===== config.mk =====
export PLATFORM = sky130hd
export DESIGN_NAME = blink_period_meter_flat
export DESIGN_NICKNAME = d
export VERILOG_FILES = /design/src/rtl/blink_period_meter_if.sv /design/src/rtl/blink_period_meter.sv /design/src/flat_wrapper.sv
export SDC_FILE = /design/constraint.sdc
export NUM_CORES = 1
export LEC_CHECK = 0
export BUFFER_PORTS_ARGS = -buffer_cell sky130_fd_sc_hd__buf_2
export CORE_MARGIN = 4
export CORE_UTILIZATION = 45
export CTS_CLUSTER_SIZE = 16
export DETAILED_ROUTE_END_ITERATION = 7
export PLACE_DENSITY = 0.71
export SLEW_MARGIN = 10
export SYNTH_ARGS = -nofsm -noshare
export SYNTH_HDL_FRONTEND = slang
export SYNTH_SLANG_ARGS = --single-unit

===== constraint.sdc =====
create_clock -name clk -period 15.4 [get_ports clk]
set_input_delay 2.31 -clock clk [delete_from_list [all_inputs] [get_ports clk]]
set_output_delay 2.31 -clock clk [all_outputs]
set_load 0.05 [all_outputs]

===== src/rtl/blink_period_meter_if.sv =====
// Signal bundle between a blink source/consumer and blink_period_meter.
// The master drives enable and the blink input; the slave (the meter) returns the measurements.
interface blink_period_meter_if #(
    parameter int CNT_W = 32
);
    logic             enable;
    logic             sig_in;
    logic [CNT_W-1:0] high_cnt;
    logic [CNT_W-1:0] low_cnt;
    logic [CNT_W-1:0] period_cnt;
    logic             meas_valid;
    logic             timeout;

    modport master (
        output enable, sig_in,
        input  high_cnt, low_cnt, period_cnt, meas_valid, timeout
    );

    modport slave (
        input  enable, sig_in,
        output high_cnt, low_cnt, period_cnt, meas_valid, timeout
    );
endinterface


===== src/rtl/blink_period_meter.sv =====
// Measures high time, low time and period (in clk cycles) of an asynchronous blink input.
// A phase longer than TIMEOUT raises a sticky timeout flag and re-arms the measurement.
module blink_period_meter #(
    parameter int CNT_W   = 32,
    parameter int TIMEOUT = 200_000_000
) (
    input  logic clk,
    input  logic rst,
    blink_period_meter_if.slave bus
);
    localparam logic [CNT_W-1:0] TO_LIM = CNT_W'(TIMEOUT);
    localparam logic [CNT_W-1:0] ONE    = CNT_W'(1);

    typedef enum logic [1:0] {IDLE, ARM, HIGH, LOW} state_t;

    state_t           state, state_n;
    logic             sig_p0, sig_p1, sig_p2;
    logic             rise, fall;
    logic [CNT_W-1:0] hcnt, hcnt_n, lcnt, lcnt_n;
    logic             latch, to_set, to_clr;
    logic [CNT_W-1:0] high_q, low_q, period_q;
    logic             mv_q, to_q;

    function automatic logic [CNT_W-1:0] sat_add(input logic [CNT_W-1:0] a,
                                                 input logic [CNT_W-1:0] b);
        logic [CNT_W:0] sum;
        sum = {1'b0, a} + {1'b0, b};
        return sum[CNT_W] ? {CNT_W{1'b1}} : sum[CNT_W-1:0];
    endfunction

    // Stage p0/p1: two-flop synchroniser; p2: one-cycle delay for edge detection
    always_ff @(posedge clk or posedge rst) begin
        if (rst) begin
            sig_p0 <= 1'b0;
            sig_p1 <= 1'b0;
            sig_p2 <= 1'b0;
        end else begin
            sig_p0 <= bus.sig_in;
            sig_p1 <= sig_p0;
            sig_p2 <= sig_p1;
        end
    end

    assign rise = sig_p1 & ~sig_p2;
    assign fall = ~sig_p1 & sig_p2;

    always_ff @(posedge clk or posedge rst) begin
        if (rst) begin
            state <= IDLE;
            hcnt  <= '0;
            lcnt  <= '0;
        end else begin
            state <= state_n;
            hcnt  <= hcnt_n;
            lcnt  <= lcnt_n;
        end
    end

    // An edge on the cycle a phase reaches TIMEOUT takes priority over the timeout
    always_comb begin
        state_n = state;
        hcnt_n  = hcnt;
        lcnt_n  = lcnt;
        latch   = 1'b0;
        to_set  = 1'b0;
        to_clr  = 1'b0;
        if (!bus.enable) begin
            state_n = IDLE;
            hcnt_n  = '0;
            lcnt_n  = '0;
            to_clr  = 1'b1;
        end else begin
            case (state)
                IDLE: state_n = ARM;
                ARM: begin
                    if (rise) begin
                        state_n = HIGH;
                        hcnt_n  = ONE;
                    end
                end
                HIGH: begin
                    if (fall) begin
                        state_n = LOW;
                        lcnt_n  = ONE;
                    end else if (hcnt == TO_LIM) begin
                        state_n = ARM;
                        hcnt_n  = '0;
                        lcnt_n  = '0;
                        to_set  = 1'b1;
                    end else begin
                        hcnt_n = hcnt + ONE;
                    end
                end
                LOW: begin
                    if (rise) begin
                        state_n = HIGH;
                        hcnt_n  = ONE;
                        latch   = 1'b1;
                    end else if (lcnt == TO_LIM) begin
                        state_n = ARM;
                        hcnt_n  = '0;
                        lcnt_n  = '0;
                        to_set  = 1'b1;
                    end else begin
                        lcnt_n = lcnt + ONE;
                    end
                end
                default: state_n = IDLE;
            endcase
        end
    end

    // Output stage: results only change on a completed period
    always_ff @(posedge clk or posedge rst) begin
        if (rst) begin
            high_q   <= '0;
            low_q    <= '0;
            period_q <= '0;
            mv_q     <= 1'b0;
            to_q     <= 1'b0;
        end else begin
            mv_q <= latch;
            if (latch) begin
                high_q   <= hcnt;
                low_q    <= lcnt;
                period_q <= sat_add(hcnt, lcnt);
                to_q     <= 1'b0;
            end else if (to_set) begin
                to_q <= 1'b1;
            end else if (to_clr) begin
                to_q <= 1'b0;
            end
        end
    end

    assign bus.high_cnt   = high_q;
    assign bus.low_cnt    = low_q;
    assign bus.period_cnt = period_q;
    assign bus.meas_valid = mv_q;
    assign bus.timeout    = to_q;
endmodule


===== src/flat_wrapper.sv =====
// flat-port wrapper written by rule: the top's interface ports become plain ports
module blink_period_meter_flat 
#(
    parameter int CNT_W   = 32,
    parameter int TIMEOUT = 200_000_000
)
  (clk, rst, bus_enable, bus_sig_in, bus_high_cnt, bus_low_cnt, bus_period_cnt, bus_meas_valid, bus_timeout);
  blink_period_meter_if #(.CNT_W(CNT_W)) bus_i ();
  input  logic clk;
  input  logic rst;
  input wire logic [$bits(bus_i.enable)-1:0] bus_enable;
  input wire logic [$bits(bus_i.sig_in)-1:0] bus_sig_in;
  output wire logic [$bits(bus_i.high_cnt)-1:0] bus_high_cnt;
  output wire logic [$bits(bus_i.low_cnt)-1:0] bus_low_cnt;
  output wire logic [$bits(bus_i.period_cnt)-1:0] bus_period_cnt;
  output wire logic [$bits(bus_i.meas_valid)-1:0] bus_meas_valid;
  output wire logic [$bits(bus_i.timeout)-1:0] bus_timeout;
  assign bus_i.enable = bus_enable;
  assign bus_i.sig_in = bus_sig_in;
  assign bus_high_cnt = bus_i.high_cnt;
  assign bus_low_cnt = bus_i.low_cnt;
  assign bus_period_cnt = bus_i.period_cnt;
  assign bus_meas_valid = bus_i.meas_valid;
  assign bus_timeout = bus_i.timeout;
  blink_period_meter #(.CNT_W(CNT_W), .TIMEOUT(TIMEOUT)) u_core (.clk(clk), .rst(rst), .bus(bus_i));
endmodule

==> flow_metrics.py, run 1 <==
metrics = {
    "place": {
        "io_buffers": 101,
        "place_congestion": 0.944,
        "dpl.cell_count": 1328,
        "dp_hpwl_mm": 16.0,
    },
    "sta": {
        "fin_crit_sh_pct": 29.8,
        "fin_worst_skew_ns": 0.00897,
        "fmax_mhz": 218,
        "fin_tns_setup_ns": 0,
        "drv_slew": 0,
        "tightest_slew_ns": 1.05,
        "rsz0062_at_grt": "no",
        "hold_violations": 0,
        "fin_crit_ns": 4.59,
        "setup_viol": 0,
        "slew_headroom_pct": 30.0,
    },
    "global_routing": {
        "met3_usage_pct": 3.71,
        "antenna_found_initial": 0,
        "use_met1_pct": 30.8,
        "use_met2_pct": 32.5,
        "grt_start_max_net_pins": 93,
        "overflow": 0,
        "grt_pass1_wl_mm": 38.1,
        "track_usage_pct": 21.4,
        "grt_pass1_vias": 7265,
        "grt_busiest_layer": "met2",
    },
    "detailed_routing": {
        "ant_nets": 0,
        "drt-pass1-iter-count": 5,
        "drc": 0,
        "routedWlPerCell_um": 16.9,
        "via_per_inst": 5.57,
        "vias": 7570,
        "routed_wl_mm": 23.0,
        "drt_iter0_drc": 655,
    },
    "synthesis": {
        "syn_area_per_cell_um2": 8.92,
        "synth_area_leaders": "dfrtp_1, nand2_1, ha_1, o21ai_0, nor2_1",
        "synth_cell_type_count": 72,
        "ys_seq_area_share_pct": 46.6,
        "netlist_area_um2": 8970,
        "async_flop_share_pct": 100,
        "synthCells": 1006,
        "synth-seq-cells": 167,
        "synth_warnings": 0,
        "synth-edff-count": 0,
        "ys.flop_type": "dfrtp_1",
        "yosysTopAreaCell": "dfrtp_1",
        "yosysTopAreaCellShare_pct": 46.6,
        "syn-num-nets": 1047,
    },
    "floorplanning": {
        "ios": 102,
        "die_width_um": 149,
        "die_area_um2": 22300,
        "coreArea_um2": 19500,
        "start_util_pct": 46.0,
        "rows": 51,
        "fp.dieH_um": 149,
    },
    "pwr": {
        "power.internal_mw": 0.747,
        "p_per_area_nw_per_um2": 99.1,
        "power_switching_share_pct": 26.3,
        "p_clk_share_pct": 44.5,
        "comb_power_share_pct": 9.8,
        "cellLeakagePower_nw": 5.24,
        "ir_worst_vdd_mv": 0.0772,
        "switchingPower_mw": 0.267,
        "power_frac_seq_pct": 45.8,
    },
    "setup_path": {
        "cp.required_ns": 15.73,
        "crit_type": "in2reg",
        "crit_buf_inv": 3,
        "crit_chain": "buf_2 -> nand3_1 -> or2_2 -> buf_4 -> nor3_1 -> inv_1 -> a31o_4 -> o32a_1",
        "path_max_fanout": 72,
        "max_stage_delay_ns": 0.70,
        "end_kind": "flop",
        "crit_family": "simple AND/OR/NAND/NOR gates",
        "cp-start-kind": "primary input",
        "critPathArrivalTime_ns": 4.91,
        "cp_slowest_cell": "nor3_1",
    },
    "finish": {
        "stdcell_count": 1359,
        "layout-drive-gt1-share_pct": 14.4,
        "diodes": 0,
        "mostFrequentLayoutCells": "nand2_1, dfrtp_1, buf_2",
        "post-route-util_pct": 52.4,
        "final_common_cell": "nand2_1",
        "area_delta_synth_final_pct": 14.0,
        "layout.nets": 1123,
    },
    "clocking": {
        "cts_sinks": 167,
        "cts.path.max_buffers": 2,
        "ctsResizeCount": 0,
        "clock_latency_ns": 0.44,
        "htree_levels": 4,
        "cts_made_buffers": 17,
        "postCtsHoldBufs": 0,
        "clk_pin_slew_worst_paths_ns": 0.06,
        "cts_root_buffer": "clkbuf_16",
        "cts_tree": "built",
        "postCtsSetupBuffers": 0,
    },
    "hold_path": {
        "min_path_type": "reg2reg",
    },
    "run_status": {
        "status": "finished clean",
    },
    "flow_run": {
        "max_cap_violations": 0,
    },
}
==> power by group through the flow <==
stage	clock, mW	combinational [mW]	sequential (mW)
2_1_floorplan	0	0.0298	0.517
3_3_place_gp	0	0.0987	0.472
3_5_place_dp	0	0.100	0.473
4_1_cts	0.460	0.100	0.464
5_1_grt	0.478	0.106	0.466
6_report	0.451	0.0989	0.464
==> worst register-to-register path: cells and delay by family, from the launching register on <==
kind,cells,cell delay [ns]
simple gates,7,2.12
flops,1,0.46
compound gates,2,0.43
fa+ha+maj,1,0.21
buf+inv,2,0.44
==> worst paths after layout <==
check | startpoint | to | slack, ns | cells past startpoint
worst max register to register | u_core.hcnt[1]$_DFFE_PP0P_ | u_core.lcnt[19]$_DFFE_PP0P_ | 11.67 | 12
max in group asynchronous | rst | u_core.hcnt[29]$_DFFE_PP0P_ | 11.89 | 3
min in group asynchronous | rst | u_core.bus.low_cnt[7]$_DFFE_PP0P_ | 2.02 | 2
worst max-delay path | bus_enable | u_core.bus.period_cnt[26]$_DFFE_PP0P_ | 10.81 | 8
worst min-delay path | u_core.sig_p0$_DFF_PP0_ | u_core.sig_p1$_DFF_PP0_ | 0.35 | 0
worst min register to register | u_core.sig_p0$_DFF_PP0_ | u_core.sig_p1$_DFF_PP0_ | 0.35 | 0
==> sequential cells by signal (all words and copies together), names as in the netlist <==
name,cells
u_core.sig_p1,1
u_core.bus.period_cnt,32
u_core.bus.high_cnt,32
u_core.lcnt,32
u_core.hcnt,32
u_core.state,2
u_core.bus.meas_valid,1
u_core.sig_p0,1
u_core.bus.low_cnt,32
u_core.bus.timeout,1
u_core.sig_p2,1
==> through the flow <==
stage | setup WS, ns | instance area, um^2 | hold WS, ns | power [mW]
3_3_place_gp | 10.42 | 9620 | 0.334 | 0.571
3_5_place_dp | 10.39 | 9620 | 0.337 | 0.573
2_1_floorplan | 8.57 | 8970 | 0.331 | 0.547
6_report | 10.81 | 10200 | 0.350 | 1.01
4_1_cts | 10.85 | 10200 | 0.353 | 1.03
5_1_grt | 10.54 | 10200 | 0.374 | 1.05
==> cell families after synthesis <==
group	synth area share, %
adders and majority gates	5.24
xor gates and xnor gates	4.88
muxes	0.446
and+or+nand+nor	24.1
DFF	46.6
AOI/OAI and AO/OA	15.3
buffers and inverters	3.49
==> cell type report <==
type | instances | area (um^2)
Fill cell | 1856 | 9290
Clock buffer | 19 | 433
Clock inverter | 12 | 176
Timing Repair Buffer | 105 | 536
Sequential cell | 167 | 4180
Tap cell | 265 | 332
Inverter | 24 | 95.1
Multi-Input combinational cell | 767 | 4480
==> Yosys cell counts (2+ instances only) <==
| master | n |
|---|---|
| o22ai_1 | 3 |
| or4_4 | 2 |
| a21o_1 | 15 |
| nor4_1 | 5 |
| o21bai_1 | 4 |
| o21ai_0 | 75 |
| inv_1 | 23 |
| ha_1 | 36 |
| o211ai_1 | 2 |
| nor2b_1 | 3 |
| nand2_1 | 245 |
| nor4b_2 | 2 |
| or2_2 | 3 |
| or3_1 | 7 |
| xor2_1 | 27 |
| and2b_1 | 2 |
| buf_2 | 3 |
| mux2i_1 | 4 |
| o31ai_1 | 7 |
| and4_1 | 6 |
| o22a_1 | 28 |
| dfrtp_1 | 167 |
| a21oi_1 | 44 |
| xnor2_1 | 23 |
| o21a_1 | 2 |
| clkbuf_1 | 39 |
| and3_1 | 21 |
| nand2b_1 | 3 |
| buf_1 | 2 |
| nand4_1 | 15 |
| nand3_1 | 43 |
| a31oi_1 | 6 |
| a211oi_1 | 7 |
| nor3_1 | 19 |
| nor2_1 | 76 |
==> per-layer routing <==
metal,share of wire [%],up-vias
met5,0,-
met3,5.0,38
met2,46,206
met1,47,3664
li1,-,3662
met4,2.4,0
Power figures use the tool's default switching activity.
==> inputs of run 2 (changes only) <==
Clock period 15.4 ns to 4.7 ns, I/O delays scaled along.
==> run 2 against run 1 <==
Effect of this change: register-to-register slack lost 11 ns; core utilization grew 0.090 points; non-clock buffer count grew 3; critical endpoint is now u_core.lcnt[19]$_DFFE_PP0P_; sequential power grew to 3.3 times the previous value; combinational power grew to 3.3 times the previous value.
==> flow_metrics.py, run 2 (same netlist as run 1, synthesis figures left out) <==
metrics = {
    "global_routing": {
        "grt_pass1_wl_mm": 38.0,
        "track_usage_pct": 21.5,
        "grt_pass1_vias": 7147,
        "antenna_found_initial": 0,
        "grt_start_max_net_pins": 168,
        "overflow": 0,
    },
    "detailed_routing": {
        "routed_wl_mm": 23.2,
        "drt_iter0_drc": 698,
        "ant_nets": 0,
        "drc": 0,
        "via_per_inst": 5.60,
        "drt-pass1-iter-count": 5,
        "vias": 7626,
        "routedWlPerCell_um": 17.1,
    },
    "sta": {
        "drv_slew": 0,
        "setup_viol": 0,
        "rsz0062_at_grt": "no",
        "tightest_slew_ns": 1.12,
        "fin_crit_sh_pct": 76.9,
        "fin_tns_setup_ns": 0,
        "fin_crit_ns": 3.62,
        "slew_headroom_pct": 24.9,
        "fin_worst_skew_ns": 0.0110,
        "fmax_mhz": 277,
        "worst_slack_ns": 1.08,
        "hold_violations": 0,
    },
    "setup_path": {
        "critPathArrivalTime_ns": 3.97,
        "crit_family": "simple AND/OR/NAND/NOR gates",
        "end_kind": "flop",
        "r2r_setup_slack_ns": 1.08,
        "max_stage_delay_ns": 0.90,
        "ff2ff_path_depth": 12,
        "critical_path.most_common_cell": "nand4_1",
        "crit_chain": "inv_1 -> ha_1 -> nor4b_1 -> nand4_1 -> or3_1 -> nand3_1 -> nor2b_1 -> a211o_1 -> buf_4 -> nor2_1 -> nand4_1 -> o21ai_0",
        "crit_type": "reg2reg",
        "path_depth": 12,
        "path_max_fanout": 45,
        "cp_slowest_cell": "nor2_1",
        "cp.required_ns": 5.05,
        "cp-start-kind": "flop",
        "crit_buf_inv": 2,
    },
    "place": {
        "io_buffers": 101,
        "place_ws_ns": 1.15,
        "place_congestion": 0.931,
        "dp_hpwl_mm": 16.1,
    },
    "clocking": {
        "htree_levels": 4,
        "clk_pin_slew_worst_paths_ns": 0.07,
        "ctsResizeCount": 0,
        "postCtsSetupBuffers": 0,
        "cts_tree": "built",
        "cts_made_buffers": 17,
        "cts_root_buffer": "clkbuf_16",
        "cts.path.max_buffers": 2,
        "cts_sinks": 167,
        "clock_latency_ns": 0.44,
        "postCtsHoldBufs": 0,
    },
    "finish": {
        "post-route-util_pct": 52.5,
        "layout.nets": 1126,
        "mostFrequentLayoutCells": "nand2_1, dfrtp_1, buf_2",
        "final_common_cell": "nand2_1",
        "layout-drive-gt1-share_pct": 14.7,
        "diodes": 0,
        "area_delta_synth_final_pct": 14.2,
    },
    "floorplanning": {
        "coreArea_um2": 19500,
        "fp.dieH_um": 149,
        "ios": 102,
        "rows": 51,
        "start_util_pct": 46.0,
        "die_area_um2": 22300,
        "die_width_um": 149,
    },
    "run_status": {
        "status": "finished clean",
    },
    "pwr": {
        "p_per_area_nw_per_um2": 318,
        "cellLeakagePower_nw": 5.25,
        "ir_worst_vdd_mv": 0.280,
    },
    "hold_path": {
        "hold_depth": 0,
        "min_path_type": "reg2reg",
    },
    "flow_run": {
        "max_cap_violations": 0,
    },
}
## run 2: changes by cell type in the layout (fill, tap and decap cells not counted), sizes merged
cell	change
inv	-2
clkinvlp	+2
bufinv	-2
clkbuf	+3
buf	+3
## run 2: path summary, 6_finish.rpt
kind,start,to
setup / recovery,u_core.hcnt[0]$_DFFE_PP0P_,u_core.lcnt[19]$_DFFE_PP0P_
hold / removal,u_core.sig_p0$_DFF_PP0_,u_core.sig_p1$_DFF_PP0_
setup reg to reg,u_core.hcnt[0]$_DFFE_PP0P_,u_core.lcnt[19]$_DFFE_PP0P_
hold reg to reg,u_core.sig_p0$_DFF_PP0_,u_core.sig_p1$_DFF_PP0_
max in group asynchronous,rst,u_core.bus.meas_valid$_DFF_PP0_
min in group asynchronous,rst,u_core.bus.low_cnt[13]$_DFFE_PP0P_
## run 2: worst register-to-register path: cells and delay by family, from the launching register on
family          cells  cell delay, ns
buf+inv             2            0.42
simple gates        7            2.10
fa+ha+maj           1            0.17
compound gates      2            0.42
flops               1            0.42
## run 2: final cells by class
type | instances | area, um^2
clock buffer | 22 | 474
clock inverter | 10 | 119
fill | 1842 | 9280
inverter | 24 | 93.8
multi-input combinational | 767 | 4480
sequential | 167 | 4180
tap | 265 | 332
timing repair buffer | 108 | 571
## run 2: power by group
| part | total [mW] | internal (mW) | switching [mW] |
|---|---|---|---|
| Sequential | 1.52 | 1.49 | 0.0361 |
| Clock | 1.41 | 0.826 | 0.586 |
| Combinational | 0.323 | 0.0772 | 0.245 |
## run 2: routing by layer
layer  wire length, um  share of wire, %  global-route usage [%]
met4               922               4.0                    10.3
met5                 0                 0                       0
met2             10400                45                    32.0
met1             10500                45                    30.7
met3              1400               6.0                    3.62
## run 2: stage by stage
stage / power, mW / cell area [um^2] / hold slack, ns / std cells
after floorplan: 1.79 / 8980 / 0.331 / 1006
after global placement: 1.87 / 9660 / 0.336 / 1331
after detailed placement: 1.87 / 9660 / 0.346 / 1331
after CTS: 3.28 / 10300 / 0.361 / 1363
after global routing: 3.37 / 10300 / 0.357 / 1363
final: 3.26 / 10300 / 0.358 / 1363
